File: config.mk
export PLATFORM = sky130hd
export DESIGN_NAME = subtree_rr_arbiter
export DESIGN_NICKNAME = d
export VERILOG_FILES = /design/src/rtl/subtree_rr_arbiter_pkg.sv /design/src/rtl/subtree_rr_arbiter_rr_pick.sv /design/src/rtl/subtree_rr_arbiter.sv
export SDC_FILE = /design/constraint.sdc
export NUM_CORES = 1
export LEC_CHECK = 0
export ABC_AREA = 1
export BUFFER_PORTS_ARGS = -buffer_cell sky130_fd_sc_hd__buf_2
export CORE_UTILIZATION = 58
export DETAILED_ROUTE_END_ITERATION = 8
export PLACE_DENSITY = 0.78
export SYNTH_ARGS = -nofsm -noshare
export SYNTH_HDL_FRONTEND = slang
export SYNTH_HIERARCHICAL = 1
export SYNTH_SLANG_ARGS = --single-unit
File: constraint.sdc
create_clock -name clk -period 3.7 [get_ports clk]
set_input_delay 0.37 -clock clk [delete_from_list [all_inputs] [get_ports clk]]
set_output_delay 0.37 -clock clk [all_outputs]
set_load 0.02 [all_outputs]
File: src/rtl/subtree_rr_arbiter_pkg.sv
// ============================================================================
// Module : subtree_arb_pkg
// Brief  : Shared types, default sizes and helpers for the subtree arbiter.
// Rev    : 1.0  initial release
// ============================================================================
`default_nettype none

package subtree_arb_pkg;

    typedef enum logic [1:0] {
        IDLE  = 2'd0,
        GRANT = 2'd1,
        TURN  = 2'd2
    } arb_state_e;

    localparam int NUM_CHILD_DEF = 10;
    localparam int BURST_W       = 8;

    function automatic int idx_w(input int n);
        return $clog2(n);
    endfunction

endpackage

`default_nettype wire

File: src/rtl/subtree_rr_arbiter_rr_pick.sv
// ============================================================================
// Module : rr_pick
// Brief  : Combinational rotating find-first: first set request at or above
//          i_ptr, wrapping to 0. Supports N >= 2.
// Rev    : 1.0  initial release
// ============================================================================
`default_nettype none

module rr_pick
    import subtree_arb_pkg::*;
#(
    parameter int N = NUM_CHILD_DEF
) (
    input  logic [N-1:0]          i_req,
    input  logic [idx_w(N)-1:0]   i_ptr,
    output logic [N-1:0]          o_onehot,
    output logic [idx_w(N)-1:0]   o_idx,
    output logic                  o_any
);

    localparam int c_iw = idx_w(N);

    logic [N-1:0]  w_rot;
    logic [c_iw-1:0] w_off;
    logic [c_iw:0] w_sum;

    always_comb begin
        // Rotate so bit 0 is the pointer position, find the lowest set bit,
        // then map the offset back to an absolute index.
        w_rot = N'({i_req, i_req} >> i_ptr);
        w_off = '0;
        o_any = 1'b0;
        for (int i = N - 1; i >= 0; i--) begin
            if (w_rot[i]) begin
                o_any = 1'b1;
                w_off = c_iw'(i);
            end
        end
        w_sum = {1'b0, i_ptr} + {1'b0, w_off};
        if (w_sum >= (c_iw + 1)'(N)) begin
            w_sum = w_sum - (c_iw + 1)'(N);
        end
        o_idx    = w_sum[c_iw-1:0];
        o_onehot = o_any ? (N'(1) << o_idx) : '0;
    end

endmodule

`default_nettype wire

File: src/rtl/subtree_rr_arbiter.sv
// ============================================================================
// Module : subtree_rr_arbiter
// Brief  : Round-robin, burst-limited arbiter for a subtree config/debug slot.
//          Optional watchdog release enabled by SUBTREE_ARB_TIMEOUT_EN.
// Rev    : 1.0  initial release
// ============================================================================
`default_nettype none

module subtree_rr_arbiter
    import subtree_arb_pkg::*;
#(
    parameter int NUM_CHILD = NUM_CHILD_DEF,
    parameter int MAX_BURST = 4,
    parameter int TIMEOUT   = 64
) (
    input  logic                          clk,
    input  logic                          rst_n,
    input  logic [NUM_CHILD-1:0]          req_i,
    input  logic                          beat_i,
    input  logic                          last_i,
    output logic [NUM_CHILD-1:0]          gnt_o,
    output logic                          gnt_valid_o,
    output logic [idx_w(NUM_CHILD)-1:0]   gnt_idx_o,
    output logic [BURST_W-1:0]            burst_cnt_o,
    output logic                          timeout_o
);

    localparam int                 c_iw        = idx_w(NUM_CHILD);
    localparam logic [BURST_W-1:0] c_max_burst = BURST_W'(MAX_BURST);
    localparam logic [c_iw-1:0]    c_last_idx  = c_iw'(NUM_CHILD - 1);

    arb_state_e          r_state;
    logic [c_iw-1:0]     r_ptr;
    logic [NUM_CHILD-1:0] r_gnt;
    logic                r_valid;
    logic [c_iw-1:0]     r_idx;
    logic [BURST_W-1:0]  r_burst;

    logic [NUM_CHILD-1:0] w_pick_onehot;
    logic [c_iw-1:0]     w_pick_idx;
    logic                w_pick_any;
    logic [BURST_W-1:0]  w_burst_inc;
    logic                w_release;
    logic                w_timeout_hit;

    rr_pick #(
        .N (NUM_CHILD)
    ) u_rr_pick (
        .i_req    (req_i),
        .i_ptr    (r_ptr),
        .o_onehot (w_pick_onehot),
        .o_idx    (w_pick_idx),
        .o_any    (w_pick_any)
    );

    always_comb begin
        w_burst_inc = r_burst + 1'b1;
        // Any cause releases; they merge into one release event.
        w_release   = (beat_i && last_i)
                    || (beat_i && (w_burst_inc == c_max_burst))
                    || ((req_i & r_gnt) == '0)
                    || w_timeout_hit;
    end

    always_ff @(posedge clk or negedge rst_n) begin
        if (!rst_n) begin
            r_state <= IDLE;
            r_ptr   <= '0;
            r_gnt   <= '0;
            r_valid <= 1'b0;
            r_idx   <= '0;
            r_burst <= '0;
        end else begin
            case (r_state)
                IDLE: begin
                    if (w_pick_any) begin
                        r_gnt   <= w_pick_onehot;
                        r_valid <= 1'b1;
                        r_idx   <= w_pick_idx;
                        r_burst <= '0;
                        r_state <= GRANT;
                    end
                end
                GRANT: begin
                    if (w_release) begin
                        r_gnt   <= '0;
                        r_valid <= 1'b0;
                        r_idx   <= '0;
                        r_burst <= '0;
                        r_ptr   <= (r_idx == c_last_idx) ? '0 : r_idx + 1'b1;
                        r_state <= TURN;
                    end else if (beat_i) begin
                        r_burst <= w_burst_inc;
                    end
                end
                TURN: begin
                    r_state <= IDLE;
                end
                default: begin
                    r_state <= IDLE;
                end
            endcase
        end
    end

`ifdef SUBTREE_ARB_TIMEOUT_EN
    localparam int              c_tw      = $clog2(TIMEOUT + 1);
    localparam logic [c_tw-1:0] c_to_last = c_tw'(TIMEOUT - 1);

    logic [c_tw-1:0] r_idle_cnt;
    logic            r_timeout;

    assign w_timeout_hit = (r_state == GRANT) && !beat_i && (r_idle_cnt == c_to_last);

    always_ff @(posedge clk or negedge rst_n) begin
        if (!rst_n) begin
            r_idle_cnt <= '0;
            r_timeout  <= 1'b0;
        end else begin
            if ((r_state == GRANT) && !w_release && !beat_i) begin
                r_idle_cnt <= r_idle_cnt + 1'b1;
            end else begin
                r_idle_cnt <= '0;
            end
            r_timeout <= w_timeout_hit;
        end
    end

    assign timeout_o = r_timeout;
`else
    logic [31:0] w_unused_timeout;
    assign w_unused_timeout = TIMEOUT;
    assign w_timeout_hit    = 1'b0;
    assign timeout_o        = 1'b0;
`endif

    assign gnt_o       = r_gnt;
    assign gnt_valid_o = r_valid;
    assign gnt_idx_o   = r_idx;
    assign burst_cnt_o = r_burst;

endmodule

`default_nettype wire

After elaboration in Yosys (flattened, before gate mapping)
Index checks and enable logic that the tools add are counted.
Widths: inputs -> output; s select.
{"block": "word_totals", "register_bits": 29, "inputBits": 14, "word_cells": 69}
{"block": "op_classes", "n_addsub": 4, "n_lt_le_gt_ge": 1, "eq_ne": 6, "shift": 2, "muxes": 38, "bitwise_logic": 1, "reduce_logical": 11}
{"cell": "$mux 4", "count": 14}
{"cell": "$mux 8", "count": 3}
{"cell": "$mux 10", "count": 2}
{"cell": "$pmux 10 s2", "count": 1}
{"cell": "$shr 20x4->10", "count": 1}
{"cell": "$pmux 8 s2", "count": 1}
{"cell": "$mux 1", "count": 12}
{"cell": "$and 10x10->10", "count": 1}
{"cell": "$logic_not 10->1", "count": 1}
{"cell": "$shl 1x4->10 const A", "count": 1}
{"cell": "$add 8x1->8 const B", "count": 1}
{"cell": "$eq 8x3->1 const B", "count": 1}
{"cell": "$pmux 4 s2", "count": 1}
{"cell": "$reduce_and 3->1", "count": 2}
{"cell": "$add 4x4->5", "count": 1}
{"cell": "$ge 5x4->1 const B", "count": 1}
{"cell": "$add 4x1->4 const B", "count": 1}
{"cell": "$eq 4x4->1 const B", "count": 1}
{"cell": "$mux 2", "count": 2}
{"cell": "$pmux 2 s2", "count": 1}
{"cell": "$reduce_and 2->1", "count": 2}
{"cell": "$sub 4x4->4 const B", "count": 1}
{"cell": "$ne 3x3->1 const B", "count": 1}
{"cell": "$eq 2x1->1 const B", "count": 1}
{"cell": "other kinds (7)", "count": 9}

Depth between registers and ports, before layout
Gate-level depths: netlist (run 1).
{"block": "logic_depth", "ltp_word": 17, "mapped_depth": 33, "mapped_depth_nobuf": 33}

Modules after synthesis
Netlist (run 1), hierarchy kept.
{"module": "subtree_rr_arbiter", "instances": 1, "cells_each": 188, "area_per_inst_um2": 1512.7, "seq_area_each_um2": 725.7}
{"module": "rr_pick", "instances": 1, "cells_each": 196, "area_per_inst_um2": 1058.5, "seq_area_each_um2": 0.0}

Least setup slack after synthesis (run 1)
Ideal clock, no wire load.
{"block": "synth_timing", "path_kind": "register to register", "startpoint": "register r_ptr[1]", "endpoint": "register r_gnt[0], in the netlist gnt_o[0]", "setup_time_ns": 0.117, "arrival_ns": 3.279, "setup_slack_ns": 0.304, "stages_incl_launch_ff": 31, "n_path_buf": 1, "synth_period_minus_slack_ns": 3.396, "path_cell_list": "dfrtp_1 buf_2 nand3_1 nand3_1 nand2_1 nand2_1 nand2_1 nand2_1 nand2_1 nand2_1 nand2_1 nand2_1 nand2_1 nand2_1 a21oi_1 ha_1 fa_1 xor2_1 inv_1 ha_1 inv_1 o21ai_2 nand2_2 inv_2 or2_1 o21ai_2 inv_1 nand2_2 nor3_1 nand3_1 nand2_1"}
{"block": "synth_between", "elab_chain_len": 17, "elab_cells_between_ends": 30, "classes_between": "add/sub: 2; order compare: 1; eq/ne: 1; shift: 2; mux: 23; reduce/logical: 1"}
{"element": "start: declaration", "line_no": "subtree_rr_arbiter.sv:33", "text": "logic [c_iw-1:0] r_ptr;"}
{"element": "start signal: assignment", "line_no": "subtree_rr_arbiter.sv:90", "text": "r_ptr <= (r_idx == c_last_idx) ? '0 : r_idx + 1'b1;"}
{"element": "$shr 20x4->10", "line_no": "subtree_rr_arbiter_rr_pick.sv:30", "text": "w_rot = N'({i_req, i_req} >> i_ptr);"}
{"element": "$mux 4 (10 in a row)", "line_no": "subtree_rr_arbiter_rr_pick.sv:34", "text": "if (w_rot[i]) begin"}
{"element": "$add 4x4->5 (*)", "line_no": "subtree_rr_arbiter_rr_pick.sv:39", "text": "w_sum = {1'b0, i_ptr} + {1'b0, w_off};"}
{"element": "$sub 4x4->4 / $ge 5x4->1 (equally long branches)", "line_no": "subtree_rr_arbiter_rr_pick.sv:41, subtree_rr_arbiter_rr_pick.sv:40"}
{"element": "$mux 4 (*)", "line_no": "subtree_rr_arbiter_rr_pick.sv:40", "text": "if (w_sum >= (c_iw + 1)'(N)) begin"}
{"element": "named net w_pick_idx[2]", "line_no": "subtree_rr_arbiter.sv:40", "text": "logic [c_iw-1:0] w_pick_idx;"}
{"element": "$shl 1x4->10 (*)", "line_no": "subtree_rr_arbiter_rr_pick.sv:44", "text": "o_onehot = o_any ? (N'(1) << o_idx) : '0;"}
{"element": "named net w_pick_onehot[0]", "line_no": "subtree_rr_arbiter.sv:39", "text": "logic [NUM_CHILD-1:0] w_pick_onehot;"}
{"element": "$mux 10 (*)", "line_no": "subtree_rr_arbiter.sv:76", "text": "if (w_pick_any) begin"}
{"element": "$pmux 10 s2 (*)", "line_no": "subtree_rr_arbiter.sv:74", "text": "case (r_state)"}
{"element": "end signal: assignment", "line_no": "subtree_rr_arbiter.sv:77", "text": "r_gnt <= w_pick_onehot;"}
{"element": "end: declaration", "line_no": "subtree_rr_arbiter.sv:34", "text": "logic [NUM_CHILD-1:0] r_gnt;"}
Mark *: on every way through the listed nets, which the timed path passes. The rest lies on a longest branch. The select of a mux whose other input is x is not followed.
A chain may end at the register's enable or synchronous reset.

Worst setup path after layout (run 1)
{"block": "layout_timing", "startpoint": "register r_ptr[0]", "endpoint": "register r_gnt[1], in the netlist gnt_o[1]"}
Same word-level chain as after synthesis.

==> impl_metrics.env, run 1 <==
export IMPL_drt_wl_total_mm=6.66
export IMPL_drtPass1Iterations=4
export IMPL_die_area_mm2=0.00470
export IMPL_r2r_slack_ns=-0.09
export IMPL_n_fill_cell=324
export IMPL_final_nets=452
export IMPL_drive_gt1_frac=0.336
export IMPL_grt_max_degree=30
export IMPL_clock_skew_ns=0.00792
export IMPL_cts_hold_buf=0
export IMPL_die_w_um=68.6
export IMPL_final_antenna_net_count=0
export IMPL_cp_data_arrival_time_ns=4.01
export IMPL_viasPerCell=5.55
export IMPL_antenna_found_initial=0
export IMPL_cts_tree="done"
export IMPL_antenna_cells=0
export IMPL_avgRoutedWirePerCell_um=13.8
export IMPL_htree_levels=2
export IMPL_crit_fanout=5
export IMPL_critPathKind="flip-flop to flip-flop"
export IMPL_finalNonFillerCells=482
export IMPL_synth_distinct_cells=39
export IMPL_gp_congestion=0.859
export IMPL_setup_ws_ns=-0.0933
export IMPL_rsz0062_at_grt="yes"
export IMPL_cpMostUsedCell="nand2_1"
export IMPL_synth_nets=405
export IMPL_final_cell_mix="nand2_1 (127), nand3_1 (52), buf_2 (36), dfrtp_1 (27)"
export IMPL_syn_avg_cell_area_um2=6.70
export IMPL_reg2regPathDepth=28
export IMPL_grt_pass1_vias=2221
export IMPL_max_slew_margin_rel=0.462
export IMPL_cpMaxStageDelayCell="fa_2"
export IMPL_hp_class="input pin to async pin"
export IMPL_end_kind="flip-flop"
export IMPL_overflow=0
export IMPL_die_h_um=68.6
export IMPL_row_count=23
export IMPL_groute_usage_overall=0.290
export IMPL_cpPeakStageDelay_ns=0.47
export IMPL_cts_buffer_depth=2
export IMPL_core_area_mm2=0.00412
export IMPL_layout_commonest_cell="nand2_1"
export IMPL_final_core_utilization=0.759
export IMPL_yosys_warnings=6
export IMPL_tightestPinTransition_ns=0.804
export IMPL_finalSetupViolations=10
export IMPL_numPortBuffers=36
export IMPL_hold_slack_ns=0.100
export IMPL_syn_area_mm2=0.00257
export IMPL_drc=0
export IMPL_synthCells=384
export IMPL_slew_viol_final=0
export IMPL_drtIter0Drc=206
export IMPL_worstReg2RegEnd="gnt_o[1]$_DFFE_PN0P_"
export IMPL_dp_hpwl_mm=4.77
export IMPL_cts_buffers=5
export IMPL_synth_seq_cells=29
export IMPL_violations="negative setup slack"
export IMPL_clock_latency_ns=0.28
export IMPL_hold_viol=0
export IMPL_clkTransAtPathRegs_ns=0.06
export IMPL_r2r_start="r_ptr[0]$_DFFE_PN0P_"
export IMPL_fmaxAchievable_mhz=264
export IMPL_crit_required_ns=3.91
export IMPL_num_io_pins=38
export IMPL_root_buffer="clkbuf_8"
export IMPL_period_minus_slack_ns=3.79
export IMPL_synth_seq_area_share=0.282
export IMPL_grt_pass1_wl_mm=9.96
export IMPL_cts_num_sinks=29
export IMPL_drv_cap=0
export IMPL_tns_ns=-0.669
export IMPL_cp_start_kind="flip-flop"
export IMPL_area_growth_synth_to_final_pct=21.4
export IMPL_vias=2673
export IMPL_outcome="complete, but fails checks"
export IMPL_period_share=1.03
export IMPL_initial_core_util=0.625
export IMPL_dp_cells=467
per-layer routing:
metal  share of wire  global-route usage  wire (µm)
met5               0                   0          0
met4           0.012              0.0755         80
met3           0.058              0.0510        385
met2            0.45               0.445       3020
met1            0.48               0.417       3180
worst max-delay path, delay by kind of cell (launching register included):
family | cells | cell delay, ns
flops | 1 | 0.45
buf+inv | 6 | 0.62
simple gates | 14 | 1.23
fa+ha+maj | 3 | 0.81
compound gates | 5 | 0.61
state kept, by name, indices dropped and copies added (netlist names):
register / cells
burst_cnt_o: 8
gnt_idx_o: 4
r_state: 2
gnt_valid_o: 1
gnt_o: 10
r_ptr: 4
logic make-up after synthesis:
logic type      after synthesis  share of synthesized area
other cells                   1                    0.00146
fa+ha+maj                     7                     0.0370
xor+xnor                      7                     0.0341
flops                        29                      0.282
simple gates                268                      0.494
buf+inv                      44                     0.0798
compound gates               28                     0.0715
cell type report:
| cell class | instances | area (µm²) | area share |
|---|---|---|---|
| timing repair buffer | 52 | 312 | 0.0998 |
| multi-input combinational | 311 | 1800 | 0.577 |
| clock inverter | 2 | 10.0 | 0.00321 |
| inverter | 31 | 129 | 0.0413 |
| tap | 50 | 62.6 | 0.0200 |
| timing repair inverter | 1 | 7.51 | 0.00240 |
| sequential | 29 | 728 | 0.233 |
| clock buffer | 6 | 72.6 | 0.0232 |
synthesized netlist by cell type, drive strengths merged:
cell / number / share of area
nand4: 9 / 0.028
nor4: 1 / 0.0024
ha: 6 / 0.029
inv: 31 / 0.046
clkbuf: 2 / 0.0029
a221oi: 1 / 0.0034
nor3: 3 / 0.0078
conb: 1 / 0.0015
o21a: 2 / 0.0058
a21oi: 5 / 0.0097
o21ai: 17 / 0.043
nand2: 152 / 0.24
nor2: 33 / 0.063
o21bai: 1 / 0.0044
a31oi: 2 / 0.0049
or2: 1 / 0.0024
nand3b: 1 / 0.0029
dfrtp: 29 / 0.28
fa: 1 / 0.0078
nand3: 68 / 0.15
buf: 11 / 0.031
xor2: 7 / 0.034
how the worst max path moves through the flow:
stage | start | cells past startpoint | endpoint
2_1_floorplan | r_ptr[1]$_DFFE_PN0P_ | 30 | gnt_o[0]$_DFFE_PN0P_
3_3_place_gp | r_ptr[0]$_DFFE_PN0P_ | 33 | gnt_o[8]$_DFFE_PN0P_
3_5_place_dp | r_ptr[0]$_DFFE_PN0P_ | 27 | gnt_o[0]$_DFFE_PN0P_
4_1_cts | r_ptr[0]$_DFFE_PN0P_ | 27 | gnt_o[0]$_DFFE_PN0P_
5_1_grt | r_ptr[0]$_DFFE_PN0P_ | 29 | gnt_o[8]$_DFFE_PN0P_
6_report | r_ptr[0]$_DFFE_PN0P_ | 28 | gnt_o[1]$_DFFE_PN0P_
per-stage QoR:
stage / setup WS, ns / area, µm²
6_report: -0.0933 / 3120
5_1_grt: -0.330 / 3120
4_1_cts: 0.0163 / 2910
3_5_place_dp: -0.0150 / 2800
3_3_place_gp: 0.0986 / 2800
2_1_floorplan: 0.304 / 2570
timing repair:
item | 4_1_cts | 5_1_grt
setup buffers | 1 | 5
gates resized for setup | 5 | 47
pin swaps | 0 | 23
endpoints found under the setup margin | 3 | 12
cloned | 0 | 1
Power of run 1 is left out: the tool's default activity adds up to more than one toggle a clock period on the data nets, which glitch-free logic cannot reach.
==> run 2, diff against run 1 <==
--- a/config.mk
+++ b/config.mk
@@ -7,7 +7,9 @@
 export LEC_CHECK = 0
 export ABC_AREA = 1
 export BUFFER_PORTS_ARGS = -buffer_cell sky130_fd_sc_hd__buf_2
-export CORE_UTILIZATION = 58
+export CELL_PAD_IN_SITES_DETAIL_PLACEMENT = 2
+export CELL_PAD_IN_SITES_GLOBAL_PLACEMENT = 2
+export CORE_UTILIZATION = 32
 export DETAILED_ROUTE_END_ITERATION = 8
 export PLACE_DENSITY = 0.78
 export SYNTH_ARGS = -nofsm -noshare
==> run 2 against run 1 <==
The flow still finishes with violations (negative setup slack). Flip-flop and latch count unchanged. Via count grew 12%. Non-clock buffer count increased by 20. Clock skew is 0.0022 ns higher. Count of clock-buffer cells in the layout increased by 1. Highest routed layer unchanged. Routed wire length grew 78%. Sequential share of layout area down 2.4 points. Critical path type unchanged. Cell count rose by 15%.
==> impl_metrics.env, run 2 (synthesis results as in run 1) <==
export IMPL_grt_pass1_vias=3286
export IMPL_max_slew_margin_rel=0.361
export IMPL_initial_core_util=0.331
export IMPL_period_share=1.08
export IMPL_cts_num_sinks=29
export IMPL_final_core_utilization=0.448
export IMPL_drtIter0Drc=80
export IMPL_cts_buffers=5
export IMPL_final_nets=471
export IMPL_critPathKind="flip-flop to flip-flop"
export IMPL_drive_gt1_frac=0.436
export IMPL_num_io_pins=38
export IMPL_viasPerCell=5.43
export IMPL_area_growth_synth_to_final_pct=35.4
export IMPL_cts_buffer_depth=2
export IMPL_drv_cap=0
export IMPL_antenna_cells=0
export IMPL_vias=2996
export IMPL_grt_pass1_wl_mm=17.5
export IMPL_crit_required_ns=3.92
export IMPL_setup_ws_ns=-0.304
export IMPL_cp_data_arrival_time_ns=4.23
export IMPL_core_area_mm2=0.00777
export IMPL_grt_max_degree=30
export IMPL_violations="negative setup slack"
export IMPL_antenna_found_initial=0
export IMPL_numPortBuffers=36
export IMPL_die_w_um=91.6
export IMPL_die_h_um=91.6
export IMPL_final_seq_area_um2=728
export IMPL_rsz0062_at_grt="yes"
export IMPL_hp_class="input pin to async pin"
export IMPL_overflow=0
export IMPL_clock_skew_ns=0.0101
export IMPL_crit_fanout=10
export IMPL_drt_wl_total_mm=11.8
export IMPL_root_buffer="clkbuf_8"
export IMPL_drt_met1_wl_mm=5.03
export IMPL_drc=0
export IMPL_tightestPinTransition_ns=0.955
export IMPL_drtPass1Iterations=4
export IMPL_dp_slack_ns=-0.189
export IMPL_route_met3_wl_um=387
export IMPL_placed_area_mm2=0.00297
export IMPL_clkTransAtPathRegs_ns=0.07
export IMPL_largest_reg_flops=10
export IMPL_clock_latency_ns=0.29
export IMPL_multi_input_comb_area_mm2=0.00195
export IMPL_period_minus_slack_ns=4.00
export IMPL_groute_usage_overall=0.271
export IMPL_finalSetupViolations=13
export IMPL_final_cell_mix="nand2_1 (116), nand3_1 (44), buf_2 (36), buf_4 (33), dfrtp_1 (27)"
export IMPL_final_antenna_net_count=0
export IMPL_slew_viol_final=0
export IMPL_htree_levels=2
export IMPL_cp_start_kind="flip-flop"
export IMPL_avgRoutedWirePerCell_um=21.4
export IMPL_hold_viol=0
export IMPL_dr_wl_met2_mm=6.08
export IMPL_die_area_mm2=0.00840
export IMPL_cts_tree="done"
export IMPL_row_count=32
export IMPL_end_kind="flip-flop"
export IMPL_n_fill_cell=938
export IMPL_fmaxAchievable_mhz=250
export IMPL_tns_ns=-2.87
export IMPL_outcome="complete, but fails checks"
export IMPL_dp_hpwl_mm=7.09
export IMPL_gp_congestion=0.769
export IMPL_layout_commonest_cell="nand2_1"
export IMPL_highest_layer="met4"
export IMPL_fin_area_mm2=0.00348
==> run 2: repair_timing <==
| item | 4_1_cts | 5_1_grt |
|---|---|---|
| pin swaps | 26 | 21 |
| hold buffers | 0 | 0 |
| setup buffers | 10 | 3 |
| gates resized for setup | 49 | 46 |
| setup endpoints to repair | 12 | 13 |
==> run 2: area by class of cell <==
class | instances | share of cell area
timing repair buffer | 72 | 0.133
inverter | 31 | 0.0377
sequential | 29 | 0.209
tap | 102 | 0.0367
clock buffer | 7 | 0.0248
multi-input combinational | 311 | 0.559
==> run 2: worst paths after layout <==
| path | startpoint | endpoint | slack (ns) | cells past startpoint |
|---|---|---|---|---|
| max | r_ptr[0]$_DFFE_PN0P_ | gnt_o[2]$_DFFE_PN0P_ | -0.30 | 26 |
| min | rst_n | burst_cnt_o[2]$_DFFE_PN0P_ | 0.14 | 1 |
| max reg2reg | r_ptr[0]$_DFFE_PN0P_ | gnt_o[2]$_DFFE_PN0P_ | -0.30 | 26 |
| min reg2reg | gnt_valid_o$_DFFE_PN0P_ | gnt_valid_o$_DFFE_PN0P_ | 0.50 | 2 |
| max in group asynchronous | rst_n | r_ptr[1]$_DFFE_PN0P_ | 3.06 | 1 |
| min in group clk | beat_i | burst_cnt_o[6]$_DFFE_PN0P_ | 0.46 | 3 |
==> run 2: metal layers <==
layer	global-route usage	up-vias
li1	-	1375
met1	0.327	1514
met2	0.496	75
met3	0.0357	32
met4	0.0820	0
met5	0	-
==> run 2: metrics by stage <==
stage	std cells	hold WS [ns]
3_3_place_gp	532	0.466
4_1_cts	549	0.160
3_5_place_dp	532	0.466
5_1_grt	552	0.178
6_report	552	0.135
2_1_floorplan	384	0.0744
==> run 2: worst max-delay path, cell delays in order, from the launching register on <==
cell and delay [ns]:
dfrtp_2 0.46, clkinv_4 0.11, nand2_1 0.10, nand3_1 0.10, o21a_1 0.19, nand2_1 0.10
a31oi_1 0.26, inv_1 0.14, nand2_1 0.11, nand2_1 0.07, a21oi_2 0.14, ha_2 0.21
fa_2 0.47, inv_4 0.11, ha_4 0.14, inv_2 0.04, o21ai_2 0.17, nand2_4 0.11
inv_2 0.11, nand2_2 0.08, nand2_4 0.10, inv_4 0.06, nor2_4 0.08, nand2_2 0.09
nor2_4 0.15, nand3_2 0.10, nand2_1 0.13
Power of run 2 is left out for the same reason.
==> run 3, diff against run 2 <==
--- a/config.mk
+++ b/config.mk
@@ -11,7 +11,7 @@
 export CELL_PAD_IN_SITES_GLOBAL_PLACEMENT = 2
 export CORE_UTILIZATION = 32
 export DETAILED_ROUTE_END_ITERATION = 8
-export PLACE_DENSITY = 0.78
+export PLACE_DENSITY = 0.84
 export SYNTH_ARGS = -nofsm -noshare
 export SYNTH_HDL_FRONTEND = slang
 export SYNTH_HIERARCHICAL = 1
==> constraint.sdc (replaced) <==
create_clock -name clk -period 3.9 [get_ports clk]
set_input_delay 0.39 -clock clk [delete_from_list [all_inputs] [get_ports clk]]
set_output_delay 0.39 -clock clk [all_outputs]
set_load 0.02 [all_outputs]
==> run 3 against run 2 <==
The flow still finishes with violations (negative setup slack). Utilization shrank 1.2 points. First-iteration DRC count shrank 20%. Die area is the same. Flip-flop and latch count is the same. Non-clock buffer count shrank 12. Count of clock-buffer cells in the layout shrank 2. Sequential share of layout area grew 0.57 points. Cell count shrank 1.8%. Fmax shrank 2.8%. Register-to-register slack gained 0.09 ns. Via count shrank 2.3%. Global-route usage shrank 3.5 points. Largest cell class unchanged.
==> impl_metrics.env, run 3 (synthesis results as in run 1) <==
export IMPL_cts_num_sinks=29
export IMPL_cts_buffers=5
export IMPL_max_slew_margin_rel=0.384
export IMPL_cp_data_arrival_time_ns=4.36
export IMPL_fin_area_mm2=0.00339
export IMPL_drtPass1Iterations=4
export IMPL_drc=0
export IMPL_layout_commonest_cell="nand2_1"
export IMPL_period_share=1.06
export IMPL_cts_hold_buf=0
export IMPL_period_minus_slack_ns=4.12
export IMPL_antenna_found_initial=0
export IMPL_grt_pass1_wl_mm=15.4
export IMPL_final_nets=460
export IMPL_violations="negative setup slack"
export IMPL_cts_tree="done"
export IMPL_hold_slack_ns=0.129
export IMPL_die_area_mm2=0.00840
export IMPL_num_io_pins=38
export IMPL_rsz0062_at_grt="yes"
export IMPL_setup_ws_ns=-0.218
export IMPL_crit_required_ns=4.15
export IMPL_drv_cap=0
export IMPL_cts_buffer_depth=2
export IMPL_fmaxAchievable_mhz=243
export IMPL_outcome="complete, but fails checks"
export IMPL_grt_max_degree=30
export IMPL_dp_hpwl_mm=7.15
export IMPL_drtIter0Drc=64
export IMPL_row_count=32
export IMPL_final_antenna_net_count=0
export IMPL_gp_congestion=0.783
export IMPL_hold_viol=0
export IMPL_finalNonFillerCells=542
export IMPL_tightestPinTransition_ns=0.921
export IMPL_end_kind="flip-flop"
export IMPL_vias=2927
export IMPL_critPathKind="flip-flop to flip-flop"
export IMPL_cpMaxStageDelayCell="dfrtp_2"
export IMPL_slew_viol_final=0
export IMPL_overflow=0
export IMPL_cpPeakStageDelay_ns=0.47
export IMPL_cp_start_kind="flip-flop"
export IMPL_drive_gt1_frac=0.423
export IMPL_htree_levels=2
export IMPL_antenna_cells=0
export IMPL_viasPerCell=5.40
export IMPL_groute_usage_overall=0.236
export IMPL_clock_latency_ns=0.31
export IMPL_final_cell_mix="nand2_1 (110), nand3_1 (47), nand2_2 (36), buf_2 (36), dfrtp_1 (27)"
export IMPL_die_w_um=91.6
export IMPL_core_area_mm2=0.00777
export IMPL_numPortBuffers=36
export IMPL_clkTransAtPathRegs_ns=0.07
export IMPL_largest_reg_flops=10
export IMPL_die_h_um=91.6
export IMPL_cpMostUsedCell="nand2_1"
export IMPL_avgRoutedWirePerCell_um=20.7
export IMPL_placed_area_mm2=0.00289
export IMPL_final_core_utilization=0.436
export IMPL_grt_pass1_vias=3055
export IMPL_drt_wl_total_mm=11.2
export IMPL_area_growth_synth_to_final_pct=31.8
export IMPL_dp_cells=522
export IMPL_clock_skew_ns=0.00629
export IMPL_initial_core_util=0.331
export IMPL_crit_fanout=5
export IMPL_root_buffer="clkbuf_8"
export IMPL_n_fill_cell=947
export IMPL_hp_class="input pin to async pin"
export IMPL_finalSetupViolations=11
-- run 3: cell count changes in the layout (fill, tap and decap cells not counted), sizes merged --
cell / previous run / this run
buf: 72 / 60
clkbuf: 7 / 5
clkinv: 1 / 3
clkinvlp: 0 / 1
inv: 30 / 31
-- run 3: routing by layer --
layer  vias up  GRT usage  part of all wire
met2        70      0.417              0.51
li1       1361          -                 -
met1      1471      0.300              0.43
met4         0     0.0384             0.030
met3        25     0.0481             0.033
met5         -          0                 0
-- run 3: final timing paths --
path	startpoint	endpoint	slack [ns]	cells after the start
max	r_ptr[0]$_DFFE_PN0P_	gnt_o[4]$_DFFE_PN0P_	-0.22	29
min	rst_n	gnt_idx_o[2]$_DFFE_PN0P_	0.13	1
max reg2reg	r_ptr[0]$_DFFE_PN0P_	gnt_o[4]$_DFFE_PN0P_	-0.22	29
min reg2reg	gnt_valid_o$_DFFE_PN0P_	gnt_valid_o$_DFFE_PN0P_	0.51	2
max in group asynchronous	rst_n	r_ptr[0]$_DFFE_PN0P_	3.26	1
min in group clk	beat_i	burst_cnt_o[1]$_DFFE_PN0P_	0.46	3
-- run 3: final cells by class --
class	instances	area, µm²	area share
Sequential cell	29	728	0.215
Timing Repair inverter	1	6.26	0.00185
Multi-Input combinational cell	311	1930	0.569
Tap cell	102	128	0.0377
Inverter	31	134	0.0395
Clock inverter	3	17.5	0.00517
Timing Repair Buffer	60	379	0.112
Clock buffer	5	68.8	0.0203
-- run 3: timing repair --
item,4_1_cts,5_1_grt
endpoints found under the setup margin,12,13
gates cloned,0,1
gates resized for setup,19,76
pin swaps,3,34
setup buffers,3,8
-- run 3: worst max-delay path: cells and delay by family (launching register included) --
kind	cells	cell delay, ns
flip-flops	1	0.47
buffers and inverters	4	0.44
XOR/XNOR	1	0.19
AND/OR/NAND/NOR	17	1.88
AO/OA/AOI/OAI	4	0.34
adder cells (fa/ha/maj)	3	0.74
-- run 3: per-stage QoR --
step	setup WS (ns)	TNS [ns]
after floorplan	0.504	0
after global placement	0.0274	0
after detailed placement	-0.125	-0.920
after CTS	0.00711	0
after global routing	-0.428	-3.87
final	-0.218	-1.67
Power of run 3 is left out for the same reason.
